$ cat src/rtl/voting_machine_param.sv
// voting_machine_param: N-candidate ballot counter with valid/ready vote handshake and a sequential tally.
// Optional one-vote-per-voter lock-out is built when VOTER_LOCK_EN is defined.

module voting_machine_param #(
    parameter int  NUM_CAND   = 4,
    parameter int  CNT_W      = 8,
    parameter int  VOTER_ID_W = 4,
    localparam int IDX_W      = (NUM_CAND > 1) ? $clog2(NUM_CAND) : 1,
    localparam int TOT_W      = CNT_W + IDX_W
) (
    input  logic                  clk,
    input  logic                  rst,
    input  logic                  enable,
    input  logic                  admin_mode,
    input  logic                  clear,
    input  logic                  vote_valid,
    input  logic [NUM_CAND-1:0]   vote_sel,
    input  logic [VOTER_ID_W-1:0] voter_id,
    output logic                  vote_ready,
    output logic                  vote_ack,
    output logic                  vote_nack,
    input  logic [IDX_W-1:0]      rd_idx,
    output logic [CNT_W-1:0]      rd_count,
    output logic [TOT_W-1:0]      total_votes,
    output logic [IDX_W-1:0]      winner_idx,
    output logic                  tie,
    output logic                  result_valid,
    output logic [2:0]            state_out
);

    // state   | meaning
    // IDLE    | election closed; clear honoured here
    // VOTING  | ballots accepted (vote_ready high)
    // CLOSED  | polls shut, waiting for admin tally or reopen
    // TALLY   | one candidate compared per cycle, NUM_CAND cycles
    // RESULT  | winner_idx/tie valid until admin_mode drops
    typedef enum logic [2:0] {
        S_IDLE   = 3'd0,
        S_VOTING = 3'd1,
        S_CLOSED = 3'd2,
        S_TALLY  = 3'd3,
        S_RESULT = 3'd4
    } state_e;

    state_e state_q, state_d;

    logic [CNT_W-1:0] count_q [NUM_CAND];
    logic [TOT_W-1:0] total_q;
    logic             ack_q, nack_q;
    logic [IDX_W-1:0] winner_q;
    logic             tie_q;

    logic [IDX_W-1:0] tally_rem_q;
    logic [CNT_W-1:0] tally_max_q, tally_max_d;
    logic [IDX_W-1:0] tally_idx_q, tally_idx_d;
    logic             tally_tie_q, tally_tie_d;
    logic [IDX_W-1:0] tally_k;
    logic [CNT_W-1:0] tally_cur;
    logic             tally_done;

    logic [IDX_W-1:0] sel_idx;
    logic [CNT_W-1:0] sel_cnt;
    logic             sel_onehot;
    logic             voter_locked;
    logic             xfer, accept, clear_now;

    always_comb begin
        sel_idx = '0;
        sel_cnt = '0;
        for (int i = 0; i < NUM_CAND; i++) begin
            if (vote_sel[i]) begin
                sel_idx = IDX_W'(i);
                sel_cnt = count_q[i];
            end
        end
    end

    assign sel_onehot = $onehot(vote_sel);
    assign xfer       = vote_valid && (state_q == S_VOTING);
    assign accept     = xfer && sel_onehot && (sel_cnt != '1) && !voter_locked;
    assign clear_now  = clear && (state_q == S_IDLE);

`ifdef VOTER_LOCK_EN
    logic [2**VOTER_ID_W-1:0] voted_q;

    always_ff @(posedge clk or posedge rst) begin
        if (rst) begin
            voted_q <= '0;
        end else if (clear_now) begin
            voted_q <= '0;
        end else if (accept) begin
            voted_q[voter_id] <= 1'b1;
        end
    end

    assign voter_locked = voted_q[voter_id];
`else
    logic voter_id_unused;
    assign voter_id_unused = ^voter_id;
    assign voter_locked    = 1'b0;
`endif

    // Tally walks candidates in ascending order while the down-counter runs to zero.
    assign tally_k    = IDX_W'(NUM_CAND - 1) - tally_rem_q;
    assign tally_done = (state_q == S_TALLY) && (tally_rem_q == '0);

    always_comb begin
        tally_cur = '0;
        for (int i = 0; i < NUM_CAND; i++) begin
            if (tally_k == IDX_W'(i)) tally_cur = count_q[i];
        end
    end

    always_comb begin
        tally_max_d = tally_max_q;
        tally_idx_d = tally_idx_q;
        tally_tie_d = tally_tie_q;
        if (tally_cur > tally_max_q) begin
            tally_max_d = tally_cur;
            tally_idx_d = tally_k;
            tally_tie_d = 1'b0;
        end else if (tally_cur == tally_max_q && tally_k != '0) begin
            tally_tie_d = 1'b1;
        end
    end

    always_comb begin
        state_d = state_q;
        case (state_q)
            S_IDLE:   if (enable) state_d = S_VOTING;
            S_VOTING: if (!enable) state_d = S_CLOSED;
            S_CLOSED: begin
                if (admin_mode)  state_d = S_TALLY;
                else if (enable) state_d = S_VOTING;
            end
            S_TALLY:  if (tally_rem_q == '0) state_d = S_RESULT;
            S_RESULT: if (!admin_mode) state_d = S_IDLE;
            default:  state_d = S_IDLE;
        endcase
    end

    always_ff @(posedge clk or posedge rst) begin
        if (rst) begin
            state_q <= S_IDLE;
            ack_q   <= 1'b0;
            nack_q  <= 1'b0;
        end else begin
            state_q <= state_d;
            ack_q   <= accept;
            nack_q  <= xfer && !accept;
        end
    end

    always_ff @(posedge clk or posedge rst) begin
        if (rst) begin
            for (int i = 0; i < NUM_CAND; i++) count_q[i] <= '0;
            total_q <= '0;
        end else if (clear_now) begin
            for (int i = 0; i < NUM_CAND; i++) count_q[i] <= '0;
            total_q <= '0;
        end else if (accept) begin
            for (int i = 0; i < NUM_CAND; i++) begin
                if (sel_idx == IDX_W'(i)) count_q[i] <= count_q[i] + CNT_W'(1);
            end
            total_q <= total_q + TOT_W'(1);
        end
    end

    always_ff @(posedge clk or posedge rst) begin
        if (rst) begin
            tally_rem_q <= '0;
            tally_max_q <= '0;
            tally_idx_q <= '0;
            tally_tie_q <= 1'b0;
            winner_q    <= '0;
            tie_q       <= 1'b0;
        end else if (state_q != S_TALLY) begin
            tally_rem_q <= IDX_W'(NUM_CAND - 1);
            tally_max_q <= '0;
            tally_idx_q <= '0;
            tally_tie_q <= 1'b0;
        end else begin
            tally_rem_q <= tally_rem_q - IDX_W'(1);
            tally_max_q <= tally_max_d;
            tally_idx_q <= tally_idx_d;
            tally_tie_q <= tally_tie_d;
            if (tally_done) begin
                winner_q <= tally_idx_d;
                tie_q    <= tally_tie_d;
            end
        end
    end

    always_comb begin
        rd_count = '0;
        for (int i = 0; i < NUM_CAND; i++) begin
            if (rd_idx == IDX_W'(i)) rd_count = count_q[i];
        end
    end

    assign vote_ready   = (state_q == S_VOTING);
    assign result_valid = (state_q == S_RESULT);
    assign vote_ack     = ack_q;
    assign vote_nack    = nack_q;
    assign total_votes  = total_q;
    assign winner_idx   = winner_q;
    assign tie          = tie_q;
    assign state_out    = state_q;

endmodule

$ cat config.mk
export PLATFORM = sky130hd
export DESIGN_NAME = voting_machine_param
export DESIGN_NICKNAME = d
export VERILOG_FILES = /design/src/rtl/voting_machine_param.sv
export SDC_FILE = /design/constraint.sdc
export NUM_CORES = 1
export LEC_CHECK = 0
export CORE_UTILIZATION = 30
export DETAILED_ROUTE_END_ITERATION = 12
export GPL_ROUTABILITY_DRIVEN = 0
export PLACE_DENSITY_LB_ADDON = 0.08
export SLEW_MARGIN = 30
export SYNTH_ARGS = -nofsm -noshare
export SYNTH_HDL_FRONTEND = slang
export SYNTH_SLANG_ARGS = --single-unit
export TNS_END_PERCENT = 10
$ cat constraint.sdc
create_clock -name clk -period 5.2 [get_ports clk]
set_input_delay 0.52 -clock clk [delete_from_list [all_inputs] [get_ports clk]]
set_output_delay 0.52 -clock clk [all_outputs]
set_load 0.005 [all_outputs]
; Word level (Yosys, flattened, before mapping)
; Cells that the tools add are included.
[classes]
add_sub_neg = 10
magnitude_cmp = 1
n_eq_ne = 20
n_mux = 37
n_bitwise = 1
reduce_logical = 26
[op_table]
columns = cell, n
row1 = two-way mux 8 bit, 18
row2 = two-way mux 32 bit, 2
row3 = "adder 8 x 1 -> 8 bit, second input constant", 4
row4 = two-way mux 10 bit, 2
row5 = two-way mux 3 bit, 5
row6 = one-hot mux 3 bit (5 select lines), 1
row7 = nonzero test 2 bit, 7
row8 = "== test 2 bit, second input constant", 6
row9 = "adder 10 x 1 -> 10 bit, second input constant", 1
row10 = two-way mux 2 bit, 5
row11 = AND reduction 2 bit, 5
row12 = == test 8 bit, 1
row13 = > comparator 8 bit, 1
row14 = logical NOT 2 bit, 4
row15 = "!= test 8 bit, second input constant", 1
row16 = logical AND 1 bit, 7
row17 = "== test 2 x 1 -> 1 bit, second input constant", 3
row18 = "== test 3 x 1 -> 1 bit, second input constant", 2
row19 = "== test 3 x 2 -> 1 bit, second input constant", 2
row20 = adder 1 x 1 -> 2 bit, 2
row21 = two-way mux 1 bit, 4
row22 = "!= test 2 bit, second input constant", 2
row23 = adder 2 x 2 -> 3 bit, 1
row24 = "== test 3 bit, second input constant", 1
row25 = 8 further kinds, 8
[totals]
regBits = 63
output_inout_bits = 28
word_cells = 109

; Depth between registers and ports, before layout
; Gate-level depths: netlist (run 1).
[logic_depth]
ltp_word = 11
mapped_depth = 14

; Worst setup path before layout (run 1)
; OpenSTA, ideal clock, no wires.
[synth_timing]
path_kind = reg-to-reg
start = register tally_rem_q[0]
end = register tally_max_q[1]
setup_ps = 94
arrival_time_ps = 2949
t_required_ps = 5106
setup_slack_ps = 2157
path_stages_with_launch = 15
path_buffers = 3
synth_period_minus_slack_ps = 3043
cell_sequence = dfrtp_1 -> inv_1 -> ha_1 -> clkbuf_1 -> clkbuf_1 -> nand2_1 -> o31ai_1 -> ha_1 -> nor2b_1 -> o211ai_1 -> a21oi_1 -> o21ai_1 -> clkbuf_1 -> nor2_1 -> a211oi_1
[synth_via]
elab_chain_cells = 8
word_cells_on_any_way = 13
classes_between = add/sub (1) / order compare (1) / eq/ne (3) / mux (6) / reduce/logical (2)
[synth_lines]
columns = item, line
row1 = "start, declared", 53  ; logic [IDX_W-1:0] tally_rem_q;
row2 = "start signal, assigned", 178  ; tally_rem_q <= IDX_W'(NUM_CAND - 1);
row3 = "start signal, assigned", 183  ; tally_rem_q <= tally_rem_q - IDX_W'(1);
row4 = subtractor 2 bit *, 104  ; assign tally_k = IDX_W'(NUM_CAND - 1) - tally_rem_q;
row5 = logical NOT 2 bit, 110  ; if (tally_k == IDX_W'(i)) tally_cur = count_q[i];
row6 = two-way mux 8 bit (3 in a row), 110
row7 = two-way mux 8 bit *, 110
row8 = > comparator 8 bit / two-way mux 8 bit (equally long branches), 118  ; if (tally_cur > tally_max_q) begin
row9 = nonzero test 2 bit (no line) / two-way mux 8 bit (equally long branches), --
row10 = "end signal, assigned", 184  ; tally_max_q <= tally_max_d;
row11 = "end, declared", 54  ; logic [CNT_W-1:0] tally_max_q, tally_max_d;
; Every way passes the cells marked *; elsewhere a longest branch is shown, timed or not. The select of a mux whose other input is x is not followed.
; A chain may end at the register's enable or synchronous reset.

; Final worst setup path (run 1)
[layout_timing]
start = register tally_rem_q[0]
end = register tally_max_q[4]
; Same word-level chain as after synthesis.

==> results of run 1 <==
flip-flops by register name, indices dropped and copies added (netlist names):
signal and cells:
count_q 32, vote_nack 1, tally_idx_q 2, tally_tie_q 1
tally_max_q 8, winner_idx 2, tally_rem_q 2, state_out 3
tie 1, total_votes 10, vote_ack 1
placed cells by master (no fill, tap or decap), types with 5 or more instances in the layout:
cell type        count
clkbuf_16            9
mux4_2               8
nand4_1             13
o21ai_1              5
inv_1               18
nand3_1             11
a211oi_1             8
a221oi_1             5
xnor2_1              8
nor2b_1              8
o31ai_1              8
ha_1                19
nor2_1              46
a21oi_1             23
xor2_1              15
and3_1               5
nand3b_1             5
mux2i_1              7
nand2_1             36
or3_1                5
clkdlybuf4s50_1     39
dfrtp_1             63
o21ai_0             11
cell usage after synthesis (11+ instances only):
cell type and n:
nor2_1 46, nand4_1 13, a21oi_1 23, ha_1 19
clkbuf_1 11, nand3_1 11, xor2_1 15, nand2_1 36
dfrtp_1 63, o21ai_0 11, inv_1 19
through the flow:
stage / std cells / power (W)
final: 590 / 0.00191
after global routing: 590 / 0.00204
after CTS: 590 / 0.00195
after detailed placement: 574 / 0.00127
after global placement: 574 / 0.00126
after floorplan: 381 / 0.00106
worst paths after layout:
check	start	to	slack (ns)	cells after the start
worst max-delay path	tally_rem_q[0]$_DFF_PP0_	tally_max_q[4]$_DFFE_PP0P_	1.51	13
worst min-delay path	winner_idx[0]$_DFFE_PP0P_	winner_idx[0]$_DFFE_PP0P_	0.48	2
worst max register to register	tally_rem_q[0]$_DFF_PP0_	tally_max_q[4]$_DFFE_PP0P_	1.51	13
worst min register to register	winner_idx[0]$_DFFE_PP0P_	winner_idx[0]$_DFFE_PP0P_	0.48	2
max in group asynchronous	rst	tally_max_q[3]$_DFFE_PP0P_	3.69	3
min in group asynchronous	rst	total_votes[4]$_DFFE_PP0P_	0.57	2
cell families after synthesis:
family,count (synthesis)
AO/OA/AOI/OAI,71
XOR/XNOR,23
adder cells (fa/ha/maj),20
buffers and inverters,36
flip-flops,63
multiplexers,15
AND/OR/NAND/NOR,153
worst max-delay path, delay by kind of cell, from the launching register on:
| family | cells | cell delay, ns |
|---|---|---|
| compound gates | 6 | 1.56 |
| fa+ha+maj | 2 | 0.69 |
| simple gates | 3 | 0.55 |
| flops | 1 | 0.40 |
| buf+inv | 2 | 0.40 |
routing by layer:
metal / GRT usage / part of all wire / vias up
li1: - / - / 1430
met1: 0.207 / 0.48 / 1431
met2: 0.251 / 0.47 / 48
met3: 0.0499 / 0.039 / 8
met4: 0.0494 / 0.012 / 0
met5: 0 / 0 / -
layout make-up:
cell class	count	share of cell area
tap	168	0.0455
timing repair buffer	42	0.0895
clock buffer	13	0.0564
inverter	19	0.0155
clock inverter	3	0.0141
multi-input combinational	282	0.438
sequential	63	0.342
power breakdown:
group	switching (W)	internal (W)	total, W
registers	0.0000834	0.000564	0.000647
logic	0.000336	0.000265	0.000600
clock network	0.000216	0.000445	0.000661
total	0.000635	0.00127	0.00191
==> results.json, run 1 <==
{
  "die_h_um": 114,
  "syn_inst": 381,
  "setup_violations": 0,
  "endpoint_kind": "register",
  "synth-edff-count": 0,
  "crit_type": "register to register",
  "ys_seq_area_frac": 0.420,
  "drt_iter0_markers": 176,
  "synth_top_family_by_area": "simple AND/OR/NAND/NOR gates",
  "fin_skew_ns": 0.00671,
  "cts_max_level": 3,
  "slew_headroom": 0.553,
  "slowest_delay_ns": 0.51,
  "final_net_count": 453,
  "antenna_left": 0,
  "pin_count": 44,
  "syn_to_final_growth_pct": 22.8,
  "hold_path.class": "register to register",
  "fin_tns_setup_ns": 0,
  "ys_types": 50,
  "cts_buffers": 9,
  "max_freq_mhz": 271,
  "critPathArrivalTime_ns": 3.92,
  "grt_pass1_wl_mm": 15.3,
  "grt_overflow": 0,
  "synth_mux_area_frac": 0.0666,
  "synth_top_area_frac": 0.420,
  "leakage_nw": 1.96,
  "cp.required_ns": 5.43,
  "clk_pin_slew_ns": 0.05,
  "post-route-util": 0.381,
  "synth_ff_type": "dfrtp_1",
  "dpl-instance-area_mm2": 0.00429,
  "yosys.area_share.simple": 0.219,
  "grt_pass1_vias": 2831,
  "status": "finished, final reports clean",
  "vias_per_cell": 4.94,
  "ctsLongestPathBuffers": 2,
  "avgSynthCellArea_um2": 9.86,
  "layout-drive-gt1-share": 0.0948,
  "clock_latency_ns": 0.34,
  "clock_sinks": 63,
  "via_count": 2917,
  "finalHoldViolCount": 0,
  "synth_compound_area_frac": 0.127,
  "syn_area_mm2": 0.00376,
  "drtPass1Iterations": 4,
  "multi_input_area_mm2": 0.00202,
  "tightest_slew_ns": 0.663,
  "yosys.area_share.adder": 0.0686,
  "start_kind": "register",
  "antenna_found_initial": 0,
  "final_area_mm2": 0.00462,
  "yosysWarnings": 0,
  "fp.coreArea_mm2": 0.0121,
  "dpl.hpwl_mm": 6.66,
  "slew_viol_final": 0,
  "ys_top_cells_by_area": "dfrtp_1 (42%), ha_1 (6.3%), mux4_2 (4.8%)",
  "synth-seq-cells": 63,
  "nFillCells": 1272,
  "cap_viol_max_count": 0,
  "worst_slack_ns": 1.51,
  "rows": 40,
  "die_x_um": 114,
  "cts_tree": "yes",
  "grtUsageTotal": 0.158,
  "synth-xor-area-share": 0.0536,
  "synthArstFlopShare": 1.00,
  "vdd_drop_max_uv": 364,
  "min_period_ns": 3.69,
  "pwr_density_cell_mw_per_mm2": 413,
  "drc": 0,
  "crit_chain": "inv_1 -> ha_1 -> nor2b_1 -> a221oi_1 -> o31ai_1 -> ha_1 -> nor2b_1 -> o211ai_1 -> a21oi_1 -> o21ai_1 -> buf_4 -> nor2_1 -> a211oi_1",
  "syn-num-nets": 417,
  "rsz0062_at_grt": "false",
  "cts_root_buffer": "clkbuf_16",
  "dpl_worst_slack_ns": 1.30,
  "cts_resized": 0,
  "holdWs_ns": 0.479,
  "die_area_mm2": 0.0130,
  "start_util": 0.310,
  "wire_per_inst_um": 15.8,
  "antenna_cells": 0,
  "regArea_mm2": 0.00158,
  "critPathSlowestCell": "o21ai_1",
  "grt_max_degree": 39,
  "drt_wl_total_mm": 9.35,
  "io_buffers": 39,
  "cts_hold_buf": 0,
  "post-cts-setup-buffers": 0,
  "crit_path_max_fanout": 12,
  "finalCritPeriodShare": 0.710,
  "yosysTopAreaCell": "dfrtp_1"
}
Power figures use the tool's default switching activity.
==> inputs of run 2 (changes only) <==
- clock period: 5.2 -> 3.8 ns (I/O delays scaled with it)
==> run 2 against run 1 <==
  * Sequential share of layout area increased by 0.27 points
  * Total power grew 29%
  * Clock-buffer cell count down 1
  * Die area unchanged
  * Sequential cell count stayed put
  * Via count up 1.8%
  * Critical path depth is the same
  * Worst setup slack worse by 1.1 ns
  * Non-clock buffer count increased by 4
  * Worst hold slack got worse by 0.12 ns
  * Design area decreased by 0.79%
  * Critical path type unchanged
  * Largest power group is now sequential cells
==> results.json, run 2 (synthesized netlist as in run 1, its figures left out) <==
{
  "crit_path_max_fanout": 12,
  "die_x_um": 114,
  "hold_path.class": "input port to async pin",
  "cts_buffers": 9,
  "rsz0062_at_grt": "false",
  "reg2reg_depth": 13,
  "pin_count": 44,
  "fin_tns_setup_ns": 0,
  "clock_sinks": 63,
  "max_freq_mhz": 295,
  "pwr_density_cell_mw_per_mm2": 538,
  "largest_reg_flops": 32,
  "regArea_mm2": 0.00158,
  "leakage_nw": 1.94,
  "antenna_left": 0,
  "p_total_w": 0.00246,
  "fp.coreArea_mm2": 0.0121,
  "multi_input_area_mm2": 0.00202,
  "drc": 0,
  "drt_iter0_markers": 239,
  "cts_tree": "yes",
  "grt_overflow": 0,
  "start_util": 0.310,
  "antenna_found_initial": 0,
  "vias_per_cell": 5.00,
  "clock_latency_ns": 0.33,
  "finalCritPeriodShare": 0.893,
  "cts_resized": 0,
  "clk_pin_slew_ns": 0.05,
  "start_kind": "register",
  "tightest_slew_ns": 0.688,
  "crit_type": "register to register",
  "grt_pass1_wl_mm": 15.8,
  "die_area_mm2": 0.0130,
  "wire_per_inst_um": 16.1,
  "fin_skew_ns": 0.00694,
  "drt_wl_total_mm": 9.55,
  "layout_commonest_cell": "dfrtp_1",
  "endpoint_kind": "register",
  "layoutNonFillerInstCount": 594,
  "via_count": 2969,
  "cap_viol_max_count": 0,
  "rows": 40,
  "status": "finished, final reports clean",
  "ctsLongestPathBuffers": 2,
  "cts_max_level": 3,
  "drtPass1Iterations": 4,
  "cts_hold_buf": 0,
  "vdd_drop_max_uv": 352,
  "post-cts-setup-buffers": 0,
  "dp_cells": 578,
  "final_net_count": 457,
  "die_h_um": 114,
  "cts_root_buffer": "clkbuf_16",
  "cp.required_ns": 4.01,
  "syn_to_final_growth_pct": 21.9,
  "grtUsageTotal": 0.161,
  "critPathArrivalTime_ns": 3.60,
  "grt_max_degree": 38,
  "nFillCells": 1274,
  "dpl.hpwl_mm": 6.90,
  "io_buffers": 39,
  "slew_viol_final": 0,
  "finalHoldViolCount": 0,
  "largest_register": "count_q",
  "grt_pass1_vias": 2938,
  "slew_headroom": 0.536,
  "layout-drive-gt1-share": 0.101,
  "min_period_ns": 3.39,
  "setup_violations": 0,
  "final_cell_mix": "dfrtp_1 (63), nor2_1 (46), clkdlybuf4s50_1 (39)",
  "antenna_cells": 0
}
[run 2: final timing paths]
path | start | end | slack, ns
worst max-delay path | tally_rem_q[0]$_DFF_PP0_ | winner_idx[1]$_DFFE_PP0P_ | 0.41
worst min-delay path | rst | total_votes[6]$_DFFE_PP0P_ | 0.36
worst max register to register | tally_rem_q[0]$_DFF_PP0_ | winner_idx[1]$_DFFE_PP0P_ | 0.41
worst min register to register | winner_idx[1]$_DFFE_PP0P_ | winner_idx[1]$_DFFE_PP0P_ | 0.48
max in group asynchronous | rst | count_q[11]$_DFFE_PP0P_ | 2.69
min in group clk | winner_idx[1]$_DFFE_PP0P_ | winner_idx[1]$_DFFE_PP0P_ | 0.48
[run 2: critical path, cell delays in order, from the launching register on]
cell	delay, ns
dfrtp_1	0.40
inv_1	0.10
ha_1	0.36
nor2b_1	0.39
a221oi_1	0.14
o31ai_1	0.41
ha_1	0.33
nor2b_1	0.13
o211ai_1	0.17
a21oi_1	0.09
o21ai_1	0.17
buf_4	0.20
mux2i_1	0.27
o21ai_0	0.10
[run 2: metal layers]
layer	vias up	wire (µm)	global-route usage
li1	1452	-	-
met1	1463	4650	0.223
met2	48	4480	0.245
met3	6	330	0.0441
met4	0	94	0.0468
met5	-	0	0
[run 2: metrics by stage]
stage	util	cell area, µm²	hold slack [ns]	worst slack [ns]
final	0.378	4580	0.357	0.408
after CTS	0.378	4580	0.368	0.391
after detailed placement	0.357	4320	0.483	0.220
after global placement	0.357	4320	0.475	0.259
after floorplan	-	3760	0.458	0.757
after global routing	0.378	4580	0.392	0.105
[run 2: final cells by class]
cell class,instances,share of cell area
clock inverters,4,0.00492
inverters,19,0.0156
clock buffers,12,0.0516
repair buffers,46,0.0967
multi-input cells,282,0.441
flip-flops and latches,63,0.344
well taps,168,0.0459
[run 2: power breakdown]
group | switching [W] | internal (W)
logic | 0.000464 | 0.000379
registers | 0.000115 | 0.000771
clock network | 0.000296 | 0.000438
==> inputs of run 3 (changes only) <==
- CTS_CLUSTER_DIAMETER: unset -> 80
==> results of run 3 <==
No change in the layout: final DEF, timing and power equal those of run 2.
